File: src/rtl/enet_nios_divider.sv
// rtl/enet_nios_divider.sv - multi-cycle restoring integer divider for the Nios custom instruction
//
// One division in flight at a time. A single restoring step is made per
// enabled clock, so a WIDTH-bit divide takes WIDTH+2 enabled cycles from the
// accepted start to the done pulse.
//
// Ports:
//   clk          sole clock, rising edge
//   reset_n      synchronous active-low reset, overrides clk_en
//   clk_en       global enable; low freezes every register
//   start        request, accepted in IDLE or DONE
//   n            mode: 0 signed quo, 1 signed rem, 2 unsigned quo, 3 unsigned rem
//   dataa        dividend
//   datab        divisor
//   done         one-enabled-cycle completion pulse
//   result       selected quotient or remainder, held until the next FIX
//   div_by_zero  divisor was zero, valid with done and held with result

module enet_nios_divider #(
  parameter int WIDTH = 32
) (
  input  logic             clk,
  input  logic             reset_n,
  input  logic             clk_en,
  input  logic             start,
  input  logic [1:0]       n,
  input  logic [WIDTH-1:0] dataa,
  input  logic [WIDTH-1:0] datab,
  output logic             done,
  output logic [WIDTH-1:0] result,
  output logic             div_by_zero
);

  localparam int CW = $clog2(WIDTH);

  typedef enum logic [1:0] {
    S_IDLE,
    S_RUN,
    S_FIX,
    S_DONE
  } state_t;

  state_t state;
  state_t state_next;

  logic [1:0]       mode;
  logic [WIDTH:0]   divisor;
  logic [WIDTH-1:0] rem;
  logic [WIDTH-1:0] quo;
  logic [CW-1:0]    cnt;
  logic             neg_q;
  logic             neg_r;
  logic             dz_pend;

  // operand preparation for a new request
  logic             signed_req;
  logic             a_neg;
  logic             b_neg;
  logic [WIDTH-1:0] a_mag;
  logic [WIDTH:0]   b_ext;
  logic [WIDTH:0]   b_mag;

  // one restoring step
  logic [WIDTH:0]   shifted;
  logic             fits;
  logic [WIDTH-1:0] diff;

  // sign fix-up and selection
  logic             signed_op;
  logic [WIDTH-1:0] q_fix;
  logic [WIDTH-1:0] r_fix;
  logic [WIDTH-1:0] res_fix;

  always_comb begin
    signed_req = ~n[1];
    a_neg      = signed_req & dataa[WIDTH-1];
    b_neg      = signed_req & datab[WIDTH-1];
    // The WIDTH-bit negation of the most-negative value yields 2^(WIDTH-1),
    // which is exactly its magnitude when read as unsigned.
    a_mag      = a_neg ? (~dataa + 1'b1) : dataa;
    // Divisor is sign-extended by one bit so its magnitude is exact.
    b_ext      = {b_neg, datab};
    b_mag      = b_neg ? (~b_ext + 1'b1) : b_ext;
  end

  always_comb begin
    shifted = {rem, quo[WIDTH-1]};
    fits    = (shifted >= divisor);
    // When the trial subtract succeeds the difference is below the divisor,
    // so the low WIDTH bits of the modular subtraction are the full answer.
    diff    = shifted[WIDTH-1:0] - divisor[WIDTH-1:0];
  end

  always_comb begin
    signed_op = ~mode[1];
    q_fix     = (signed_op & neg_q) ? (~quo + 1'b1) : quo;
    r_fix     = (signed_op & neg_r) ? (~rem + 1'b1) : rem;
    res_fix   = mode[0] ? r_fix : q_fix;
  end

  always_comb begin
    state_next = state;
    case (state)
      S_IDLE:  if (start) state_next = S_RUN;
      S_RUN:   if (cnt == '0) state_next = S_FIX;
      S_FIX:   state_next = S_DONE;
      S_DONE:  state_next = start ? S_RUN : S_IDLE;
      default: state_next = S_IDLE;
    endcase
  end

  always_ff @(posedge clk) begin
    if (!reset_n) begin
      state <= S_IDLE;
    end else if (clk_en) begin
      state <= state_next;
    end
  end

  always_ff @(posedge clk) begin
    if (!reset_n) begin
      mode        <= '0;
      divisor     <= '0;
      rem         <= '0;
      quo         <= '0;
      cnt         <= '0;
      neg_q       <= 1'b0;
      neg_r       <= 1'b0;
      dz_pend     <= 1'b0;
      result      <= '0;
      div_by_zero <= 1'b0;
      done        <= 1'b0;
    end else if (clk_en) begin
      done <= 1'b0;
      case (state)
        S_IDLE, S_DONE: begin
          if (start) begin
            mode    <= n;
            divisor <= b_mag;
            rem     <= '0;
            quo     <= a_mag;
            neg_q   <= a_neg ^ b_neg;
            neg_r   <= a_neg;
            // The visible flag only moves at FIX so it stays paired with result.
            dz_pend <= (datab == '0);
            cnt     <= CW'(WIDTH - 1);
          end
        end
        S_RUN: begin
          rem <= fits ? diff : shifted[WIDTH-1:0];
          quo <= {quo[WIDTH-2:0], fits};
          cnt <= cnt - 1'b1;
        end
        S_FIX: begin
          result      <= res_fix;
          div_by_zero <= dz_pend;
          done        <= 1'b1;
        end
        default: ;
      endcase
    end
  end

endmodule

File: config.mk
export PLATFORM = sky130hd
export DESIGN_NAME = enet_nios_divider
export DESIGN_NICKNAME = d
export VERILOG_FILES = /design/src/rtl/enet_nios_divider.sv
export SDC_FILE = /design/constraint.sdc
export NUM_CORES = 1
export LEC_CHECK = 0
export ABC_AREA = 0
export CORE_MARGIN = 2
export CORE_UTILIZATION = 63
export CTS_CLUSTER_SIZE = 25
export DETAILED_ROUTE_END_ITERATION = 7
export PLACE_DENSITY = 0.84
export SYNTH_ARGS = -nofsm -noshare
export SYNTH_HDL_FRONTEND = slang
export SYNTH_SLANG_ARGS = --single-unit
File: constraint.sdc
create_clock -name clk -period 8.3 [get_ports clk]
set_input_delay 0.83 -clock clk [delete_from_list [all_inputs] [get_ports clk]]
set_output_delay 0.83 -clock clk [all_outputs]
set_load 0.02 [all_outputs]
Yosys cells after proc, flatten, opt, wreduce, memory -nomap -nowiden
Cells that the tools add are included.
{"block": "word_totals", "wordCells": 62, "output_inout_bits": 34, "reg_bits": 143}
{"block": "op_classes", "n_reduce_logical": 9, "add_sub_neg": 6, "bitwise_logic": 11, "n_eq_ne": 6, "order_cmp": 1, "n_mux": 17}
{"cell": "$mux W32", "count": 7}
{"cell": "$pmux W32 S2", "count": 2}
{"cell": "$add A32 B1 Y32 const B", "count": 3}
{"cell": "$not A32 Y32", "count": 3}
{"cell": "$add A33 B1 Y33 const B", "count": 1}
{"cell": "$ge A33 B33 Y1", "count": 1}
{"cell": "$mux W33", "count": 1}
{"cell": "$not A33 Y33", "count": 1}
{"cell": "$logic_not A32 Y1", "count": 1}
{"cell": "$sub A32 B32 Y32", "count": 1}
{"cell": "$pmux W5 S2", "count": 1}
{"cell": "$reduce_and A3 Y1", "count": 3}
{"cell": "$pmux W2 S4", "count": 1}
{"cell": "$ne A2 B2 Y1 const B", "count": 3}
{"cell": "$logic_not A5 Y1", "count": 1}
{"cell": "$mux W5", "count": 1}
{"cell": "$sub A5 B1 Y5 const B", "count": 1}
{"cell": "$and A1 B1 Y1", "count": 4}
{"cell": "$eq A2 B2 Y1 const B", "count": 2}
{"cell": "$mux W2", "count": 2}
{"cell": "$eq A2 B1 Y1 const B", "count": 1}
{"cell": "$logic_not A2 Y1", "count": 1}
{"cell": "$mux W1", "count": 2}
{"cell": "$not A1 Y1", "count": 2}
{"cell": "4 further kinds", "count": 4}

Logic depth before layout (Yosys ltp)
Gate-level depths: netlist of run 1.
{"block": "logic_depth", "word_depth": 5, "depth_mapped": 13, "ltp_nobuf": 12}

Worst setup path before layout of run 1
OpenSTA, ideal clock, no wires.
{"block": "synth_path", "path_kind": "in2reg", "from": "input datab[5]", "to": "register divisor[29]", "cell_stages": 9, "setup_ns": 0.116, "t_required_ns": 8.184, "setup_slack_ns": 5.249, "t_arrival_ns": 2.935, "cell_sequence": "or4_1 nor4b_2 and3_1 clkbuf_1 nand2_1 o41ai_1 xor2_1 nand2_1 o211a_1"}
{"block": "synth_between", "elab_chain_len": 3}
{"element": "start, declared", "line": "28", "text": "input logic [WIDTH-1:0] datab,"}
{"element": "$not A33 Y33", "line": "83", "text": "b_mag = b_neg ? (~b_ext + 1'b1) : b_ext;"}
{"element": "$add A33 B1 Y33", "line": "83"}
{"element": "$mux W33", "line": "83"}
{"element": "end signal, assigned", "line": "139", "text": "divisor <= b_mag;"}
{"element": "end, declared", "line": "47", "text": "logic [WIDTH:0] divisor;"}
No other way between the ends.
A chain may end at the register's enable or synchronous reset.

Worst setup path in the final report of run 1
{"block": "layout_path", "from": "register rem[15]", "to": "register rem[30]"}
{"block": "layout_between", "elab_chain_len": 3, "elab_cells_between_ends": 4, "cone_classes": "add/sub (1); order compare (1); mux (2)"}
{"element": "start, declared", "line": "48", "text": "logic [WIDTH-1:0] rem;"}
{"element": "start signal, assigned", "line": "150", "text": "rem <= fits ? diff : shifted[WIDTH-1:0];"}
{"element": "$sub A32 B32 Y32 or $ge A33 B33 Y1 (tied branches)", "line": "91, 88"}
{"element": "$mux W32 (*)", "line": "150"}
{"element": "$pmux W32 S2 (*)", "line": "135", "text": "case (state)"}
Mark *: on every way between the ends. The rest lies on a longest branch, timed or not.

==> results of run 1 <==
-- registers in the layout, indices dropped and copies added, names as in the netlist, 2 cells and up --
signal   cells
result      32
quo         32
divisor     33
rem         32
state        2
mode         2
cnt          5
-- power by group --
part	switching, mW	internal [mW]	total, mW
logic	0.323	0.215	0.538
registers	0.0444	0.726	0.770
clock network	0.351	0.460	0.812
-- cell type report --
cell class                 instances  area (um2)
timing repair buffer             114        1110
sequential                       143        2860
inverter                          63         236
clock buffer                      17         425
fill                            1305        4290
tap                              220         275
multi-input combinational       1082        7080
clock inverter                    15         189
-- placed cells by master, fill, tap and decap left out, drive strengths merged, types with 30 or more instances in the layout --
cell,n
a21oi,111
o211a,32
nand2,143
nor2,87
o211ai,34
xnor2,79
inv,73
xor2,61
o21ai,117
dfxtp,143
ha,44
clkdlybuf4s50,102
nand3,36
a21boi,30
-- worst paths after layout --
check	end	depth (start not counted)	start
worst max-delay path	rem[30]	9	rem[15]
worst min-delay path	result[8]	2	result[8]
worst max register to register	rem[30]	9	rem[15]
worst min register to register	result[8]	2	result[8]
-- worst reg2reg max path, stage by stage, from the launching register on --
cell	delay (ps)
dfxtp_1	430
ha_1	480
nand4_1	250
or3_1	400
a2111oi_0	800
o21ai_0	260
a211oi_1	380
o32a_1	210
xnor2_1	110
o21ai_0	100
-- layer usage --
layer / vias up / wire length [um]
met5: - / 0
met2: 412 / 13400
li1: 5065 / -
met1: 5028 / 12900
met3: 44 / 1840
met4: 0 / 541
-- stage by stage --
stage               std cells  instance area (um2)  worst slack (ps)
floorplan                1382                10500              5250
global placement         1622                11600              4660
detailed placement       1622                11600              4560
CTS                      1654                12200              4850
global route             1654                12200              4540
finish                   1654                12200              4740
-- cell families after synthesis --
logic type / after synthesis
xor+xnor: 140
flops: 143
fa+ha+maj: 45
mux: 20
buf+inv: 157
compound gates: 446
simple gates: 431
==> out/results.txt, run 1 <==
status -> completed
vias -> 10549
post-cts sizing count -> 0
Post-synth EDFFs -> 0
met1 capacity usage during global routing -> 44.4%
total core area -> 16500 um2
Die W -> 133 um
Seq/Total Area, Yosys -> 27.2%
final number of setup-violating endpoints -> 0
met2 Use GR -> 52.6%
RePlAce Congestion -> 0.941
crit path cell chain -> ha_1 > nand4_1 > or3_1 > a2111oi_0 > o21ai_0 > a211oi_1 > o32a_1 > xnor2_1 > o21ai_0
Worst Tran Pin Value -> 1150 ps
top cells by area, synth -> dfxtp_1 27%, xnor2_1 6.6%, o21ai_0 5.5%, a21oi_1 5.3%, ha_1 5.2%
slowest CP cell -> a2111oi_0
number of routed nets with antenna violations -> 0
simple-gate share of the synthesized area -> 20.2%
crit path capture type -> flip-flop
largest net degree at the start of global routing -> 79
Seq cells post-synth -> 143
main combinational cell family by area after synthesis -> compound AO/OA/AOI/OAI gates
ys async rst share -> 0%
CTS tree -> yes
wire length of the first global-routing pass -> 47500 um
syn nets -> 1497
crit-path max FO -> 8
Die H -> 133 um
Routed WL -> 28700 um
drt drc -> 0
Vias/cell -> 6.38
Area Overhead vs Synth -> 15.7%
Power Density -> 174 nW/um2
Yosys warnings -> 0
grt ovf -> 0
starting density of the core -> 63.9%
Final #Nets -> 1536
syn_area_per_cell -> 7.61 um2
Worst-Skew Late Latency -> 430 ps
post-synth top area share -> 27.2%
Max H-tree Level -> 4
Top cell by count, worst path -> o21ai_0
mux contribution to synthesized area -> 1.91%
Final Hold Slack -> 468 ps
Root Buffer -> clkbuf_16
die area -> 17800 um2
Leak -> 4.81 nW
FMAX -> 0.281 GHz
unrepaired setup endpoints after global routing -> false
Worst Setup Path Type -> reg2reg
row count -> 47
DR iter-0 viols -> 994
Inserted Clock Buffers -> 17
Top delay family on crit path -> compound AO/OA/AOI/OAI gates
antenna violations before repair -> 0
critical path arrival -> 3850 ps
layout cells sized above 1 -> 4.11%
CTS Hold Buffers Added -> 0
post-synthesis compound-gate area fraction -> 27.9%
Final Core Density -> 74.0%
postcts setup bufs -> 0
Netlist Area Pre-Place -> 10500 um2
I/O Buffers -> 103
area leader, netlist -> dfxtp_1
Reg2Reg Setup Slack -> 4740 ps
Hold Path Class -> reg2reg
CP bufs+invs -> 0
peak supply drop -> 0.000152 V
post-synthesis adder-cell area fraction -> 5.42%
Bufs on Longest Clock Path -> 2
cells after synthesis -> 1382
Final Max Slew Viols -> 0
I/O pin count -> 104
Critical Path RT -> 8600 ps
library cells used by synthesis -> 67
final period utilization -> 42.9%
wire length per cell -> 17.3 um
list of most frequent post-synthesis cells -> 143 x dfxtp_1, 143 x nand2_1, 116 x o21ai_0, 111 x a21oi_1, 87 x nor2_1
hpwl dp -> 20700 um
max_cap viols -> 0
Tot GR Track Use -> 32.4%
diode count -> 0
worst rel slew slack -> 23.4%
layer with the highest usage -> met2
Synth Flop Type -> dfxtp_1
fin crit period -> 3560 ps
vias in the first global route -> 9559
Final TNS setup -> 0 ps
Clock Skews -> 9.08 ps
CTS clock-pin slew for the worst setup and hold paths -> 70 ps
CP max stage delay -> 800 ps
CTS Sinks -> 143
CP startpoint kind -> flip-flop
total power -> 2.12 mW
GR Util met3 -> 5.75%
Fin. Hold Viols -> 0
Pre-antenna DRT Iters -> 5
XOR/XNOR Fraction of Synth Area -> 11.7%
Note: power is estimated with default switching activity, not from simulation.
==> run 2: changes to the inputs <==
--- a/config.mk
+++ b/config.mk
@@ -7,10 +7,10 @@
 export LEC_CHECK = 0
 export ABC_AREA = 0
 export CORE_MARGIN = 2
-export CORE_UTILIZATION = 63
+export CORE_UTILIZATION = 59
 export CTS_CLUSTER_SIZE = 25
 export DETAILED_ROUTE_END_ITERATION = 7
-export PLACE_DENSITY = 0.84
+export PLACE_DENSITY = 0.79
 export SYNTH_ARGS = -nofsm -noshare
 export SYNTH_HDL_FRONTEND = slang
 export SYNTH_SLANG_ARGS = --single-unit
==> constraint.sdc (replaced) <==
create_clock -name clk -period 3.65 [get_ports clk]
set_input_delay 0.365 -clock clk [delete_from_list [all_inputs] [get_ports clk]]
set_output_delay 0.365 -clock clk [all_outputs]
set_load 0.02 [all_outputs]
==> out/results.txt, run 2 (synthesis gave the netlist of run 1 again) <==
CTS tree -> yes (unchanged)
most frequent cells in the layout -> 143 x nand2_1, 142 x dfxtp_1, 116 x o21ai_0 (unchanged)
crit-path max FO -> 8 (unchanged)
CTS Sinks -> 143 (unchanged)
CP max stage delay -> 500 ps (was 800 ps)
largest net degree at the start of global routing -> 65 (was 79)
Comb power frac -> 26.2% (was 25.4%)
number of routed nets with antenna violations -> 0 (unchanged)
wire length per cell -> 17.4 um (was 17.3 um)
P_int -> 3.18 mW (was 1.40 mW)
Die W -> 138 um (was 133 um)
FMAX -> 0.308 GHz (was 0.281 GHz)
Worst Tran Pin Value -> 1050 ps (was 1150 ps)
CTS Hold Buffers Added -> 0 (unchanged)
switch share -> 33.3% (was 33.9%)
Clk pwr share -> 37.0% (was 38.3%)
Non-Filler Instances -> 1683 (was 1654)
Post-DP Area -> 11800 um2 (was 11600 um2)
peak supply drop -> 0.000418 V (was 0.000152 V)
total power -> 4.77 mW (was 2.12 mW)
CP startpoint kind -> flip-flop (unchanged)
DR iter-0 viols -> 1022 (was 994)
Bufs on Longest Clock Path -> 2 (unchanged)
final period utilization -> 89.0% (was 42.9%)
Die H -> 138 um (was 133 um)
layout cells sized above 1 -> 5.56% (was 4.11%)
Biggest register -> divisor (unchanged)
fill count -> 1424 (was 1305)
Top cell by count, worst path -> o21ai_0 (unchanged)
row count -> 48 (was 47)
crit path cell chain -> ha_1 > nand4_1 > or3_1 > a2111oi_0 > buf_4 > o21ai_0 > a211oi_1 > o32a_1 > xnor2_1 > o21ai_0 (was ha_1 > nand4_1 > or3_1 > a2111oi_0 > o21ai_0 > a211oi_1 > o32a_1 > xnor2_1 > o21ai_0)
fin crit period -> 3250 ps (was 3560 ps)
Root Buffer -> clkbuf_16 (unchanged)
wire length of the first global-routing pass -> 47200 um (was 47500 um)
Worst-Skew Late Latency -> 430 ps (about the same)
leading cell type in the layout, fill and taps excluded -> nand2_1 (unchanged)
Final Core Density -> 71.1% (was 74.0%)
Pre-antenna DRT Iters -> 6 (was 5)
Final Hold Slack -> 358 ps (was 468 ps)
vias in the first global route -> 9307 (was 9559)
crit path capture type -> flip-flop (unchanged)
Final WS setup -> 400 ps (was 4740 ps)
NetSw -> 1.59 mW (was 719 uW)
Final Max Slew Viols -> 0 (unchanged)
grt ovf -> 0 (unchanged)
post-cts sizing count -> 0 (unchanged)
Fin. Hold Viols -> 0 (unchanged)
I/O pin count -> 104 (unchanged)
final number of setup-violating endpoints -> 0 (unchanged)
drt drc -> 0 (unchanged)
Max H-tree Level -> 4 (unchanged)
RePlAce Congestion -> 1.02 (was 0.941)
Area Overhead vs Synth -> 17.4% (was 15.7%)
critical path arrival -> 3560 ps (was 3850 ps)
Clock Skews -> 9.44 ps (was 9.08 ps)
Power Density -> 387 nW/um2 (was 174 nW/um2)
Final TNS setup -> 0 ps (unchanged)
Vias/cell -> 6.20 (was 6.38)
max_cap viols -> 0 (unchanged)
placed cell count -> 1651 (was 1622)
vias -> 10442 (was 10549)
diode count -> 0 (unchanged)
Critical Path RT -> 3960 ps (was 8600 ps)
CTS clock-pin slew for the worst setup and hold paths -> 70 ps (about the same)
antenna violations before repair -> 0 (unchanged)
Tot GR Track Use -> 31.5% (was 32.4%)
slowest CP cell -> a2111oi_0 (unchanged)
Leak -> 4.92 nW (was 4.81 nW)
Largest register FFs -> 33 (unchanged)
Hold Path Class -> in2reg (was reg2reg)
die area -> 18900 um2 (was 17800 um2)
postcts setup bufs -> 0 (unchanged)
sequential power share -> 36.8% (was 36.3%)
post-route cell area -> 12300 um2 (was 12200 um2)
worst rel slew slack -> 29.9% (was 23.4%)
Final #Nets -> 1560 (was 1536)
pre-CTS setup slack -> 364 ps (was 4560 ps)
status -> completed (unchanged)
hpwl dp -> 21800 um (was 20700 um)
starting density of the core -> 60.6% (was 63.9%)
unrepaired setup endpoints after global routing -> false (unchanged)
Inserted Clock Buffers -> 17 (unchanged)
Routed WL -> 29300 um (was 28700 um)
Worst Setup Path Type -> reg2reg (unchanged)
total core area -> 17400 um2 (was 16500 um2)
I/O Buffers -> 103 (unchanged)
[run 2: changes by cell type in the layout (fill, tap and decap cells not counted), sizes merged]
cell	previous run	this run
clkinvlp	0	1
clkinv	3	4
inv	73	69
clkbuf	17	19
buf	12	36
[run 2: path summary, 6_finish.rpt]
| path | from | end | slack, ps | depth (start not counted) |
|---|---|---|---|---|
| worst max-delay path | rem[15] | rem[30] | 400 | 10 |
| worst min-delay path | reset_n | quo[23] | 360 | 2 |
| worst max register to register | rem[15] | rem[30] | 400 | 10 |
| worst min register to register | result[9] | result[9] | 460 | 2 |
[run 2: critical path: cells and delay by family, from the launching register on]
kind / cells / cell delay, ps
simple gates: 2 / 550
flops: 1 / 410
compound gates: 5 / 1340
fa+ha+maj: 1 / 490
buf+inv: 1 / 230
xor+xnor: 1 / 110
[run 2: per-layer routing]
metal,vias up,GRT usage (%),wire length (um)
met4,0,11.2,765
met2,377,49.3,13100
met1,4882,44.1,13500
met3,57,4.42,1890
met5,-,0,0
li1,5126,-,-
[run 2: power groups by stage]
stage	clock network [mW]	logic, mW	registers (mW)
global placement	0	1.20	1.78
finish	1.77	1.25	1.75
global route	1.85	1.38	1.77
floorplan	0	0.873	1.75
CTS	1.78	1.23	1.75
detailed placement	0	1.22	1.79
[run 2: final cells by class]
type                            instances  area (um2)  share of cell area (%)
Clock buffer                           19         433                    3.51
Timing Repair Buffer                  138        1300                    10.5
Multi-Input combinational cell       1082        7080                    57.3
Tap cell                              225         282                    2.28
Sequential cell                       143        2860                    23.2
Clock inverter                         13         154                    1.25
Inverter                               63         236                    1.92
==> run 3: changes to the inputs <==
--- a/config.mk
+++ b/config.mk
@@ -8,6 +8,7 @@
 export ABC_AREA = 0
 export CORE_MARGIN = 2
 export CORE_UTILIZATION = 59
+export CTS_BUF_LIST = sky130_fd_sc_hd__clkbuf_4 sky130_fd_sc_hd__clkbuf_8 sky130_fd_sc_hd__clkbuf_16
 export CTS_CLUSTER_SIZE = 25
 export DETAILED_ROUTE_END_ITERATION = 7
 export PLACE_DENSITY = 0.79
==> out/results.txt, run 3 (synthesis gave the netlist of run 1 again) <==
unrepaired setup endpoints after global routing -> false (unchanged)
Final #Nets -> 1560 (unchanged)
RePlAce Congestion -> 1.02 (unchanged)
I/O pin count -> 104 (unchanged)
grt ovf -> 0 (unchanged)
Tot GR Track Use -> 31.5% (about the same)
vias -> 10503 (was 10442)
pre-CTS setup slack -> 364 ps (unchanged)
placed cell count -> 1651 (unchanged)
fill count -> 1422 (was 1424)
Worst-Skew Late Latency -> 440 ps (was 430 ps)
DR iter-0 viols -> 1049 (was 1022)
CP startpoint kind -> flip-flop (unchanged)
Die W -> 138 um (unchanged)
vias in the first global route -> 9302 (was 9307)
Root Buffer -> clkbuf_16 (unchanged)
Vias/cell -> 6.24 (was 6.20)
Fin. Hold Viols -> 0 (unchanged)
Power Density -> 388 nW/um2 (was 387 nW/um2)
row count -> 48 (unchanged)
final number of setup-violating endpoints -> 0 (unchanged)
critical path arrival -> 3550 ps (was 3560 ps)
Die H -> 138 um (unchanged)
fin crit period -> 3250 ps (about the same)
Reg area -> 2860 um2 (unchanged)
Final TNS setup -> 0 ps (unchanged)
number of routed nets with antenna violations -> 0 (unchanged)
Critical Path RT -> 3950 ps (was 3960 ps)
most frequent cells in the layout -> 143 x nand2_1, 142 x dfxtp_1, 116 x o21ai_0 (unchanged)
diode count -> 0 (unchanged)
status -> completed (unchanged)
Worst Tran Pin Value -> 1050 ps (about the same)
Post-DP Area -> 11800 um2 (unchanged)
post-cts sizing count -> 0 (unchanged)
postcts setup bufs -> 0 (unchanged)
Inserted Clock Buffers -> 17 (unchanged)
hpwl dp -> 21800 um (unchanged)
starting density of the core -> 60.6% (unchanged)
antenna violations before repair -> 0 (unchanged)
FMAX -> 0.308 GHz (about the same)
Worst Setup Path Type -> reg2reg (unchanged)
Biggest register -> divisor (unchanged)
Routed WL -> 29400 um (was 29300 um)
Max H-tree Level -> 4 (unchanged)
worst rel slew slack -> 29.9% (about the same)
post-route cell area -> 12400 um2 (was 12300 um2)
Bufs on Longest Clock Path -> 2 (unchanged)
wire length per cell -> 17.5 um (was 17.4 um)
drt drc -> 0 (unchanged)
wire length of the first global-routing pass -> 47200 um (about the same)
crit-path max FO -> 8 (unchanged)
Final Max Slew Viols -> 0 (unchanged)
total core area -> 17400 um2 (unchanged)
Non-Filler Instances -> 1683 (unchanged)
peak supply drop -> 0.000419 V (was 0.000418 V)
final period utilization -> 89.0% (about the same)
Final WS setup -> 403 ps (was 400 ps)
leading cell type in the layout, fill and taps excluded -> nand2_1 (unchanged)
die area -> 18900 um2 (unchanged)
layout cells sized above 1 -> 5.69% (was 5.56%)
Largest register FFs -> 33 (unchanged)
CTS Hold Buffers Added -> 0 (unchanged)
max_cap viols -> 0 (unchanged)
Leak -> 4.93 nW (was 4.92 nW)
CTS tree -> yes (unchanged)
crit path capture type -> flip-flop (unchanged)
largest net degree at the start of global routing -> 65 (unchanged)
CTS Sinks -> 143 (unchanged)
CTS clock-pin slew for the worst setup and hold paths -> 70 ps (about the same)
Hold Path Class -> in2reg (unchanged)
area of the multi-input gates -> 7080 um2 (unchanged)
I/O Buffers -> 103 (unchanged)
Pre-antenna DRT Iters -> 5 (was 6)
Clock Skews -> 12.3 ps (was 9.44 ps)
Area Overhead vs Synth -> 17.4% (about the same)
-- run 3: cell count changes in the layout (fill, tap and decap cells not counted) --
cell,delta
clkbuf_4,+2
clkbuf_1,-2
-- run 3: worst max-delay path, cell delays in order, from the launching register on --
cell and delay [ps]:
dfxtp_1 410, ha_1 490, nand4_1 160, or3_1 390
a2111oi_0 490, buf_4 220, o21ai_0 140, a211oi_1 390
o32a_1 220, xnor2_1 120, o21ai_0 100
-- run 3: path summary, 6_finish.rpt --
check | end | slack, ps | cells past startpoint | startpoint
worst max-delay path | rem[30] | 400 | 10 | rem[15]
worst min-delay path | quo[23] | 360 | 2 | reset_n
worst max register to register | rem[30] | 400 | 10 | rem[15]
worst min register to register | result[9] | 460 | 2 | result[9]
-- run 3: through the flow --
stage,power (mW),utilization [%],hold slack [ps]
2_1_floorplan,2.62,-,441
5_1_grt,5.01,71.2,371
6_report,4.79,71.2,356
4_1_cts,4.78,71.2,348
3_5_place_dp,3.01,67.8,459
3_3_place_gp,2.99,67.8,450
-- run 3: cell type report --
type | instances | share of cell area [%]
multi-input cells | 1082 | 57.3
flip-flops and latches | 143 | 23.2
repair buffers | 138 | 10.5
clock buffers | 19 | 3.56
well taps | 225 | 2.28
inverters | 63 | 1.91
clock inverters | 13 | 1.25
-- run 3: where the power goes --
part	switching [mW]	total (mW)	internal, mW
Combinational	0.746	1.25	0.509
Sequential	0.105	1.76	1.65
Clock	0.746	1.78	1.04
-- run 3: layer usage --
metal	GRT usage, %	vias up	wire, um
met4	11.2	0	752
met5	0	-	0
met3	4.42	54	1780
met2	49.3	375	13300
met1	44.1	4952	13600
li1	-	5122	-
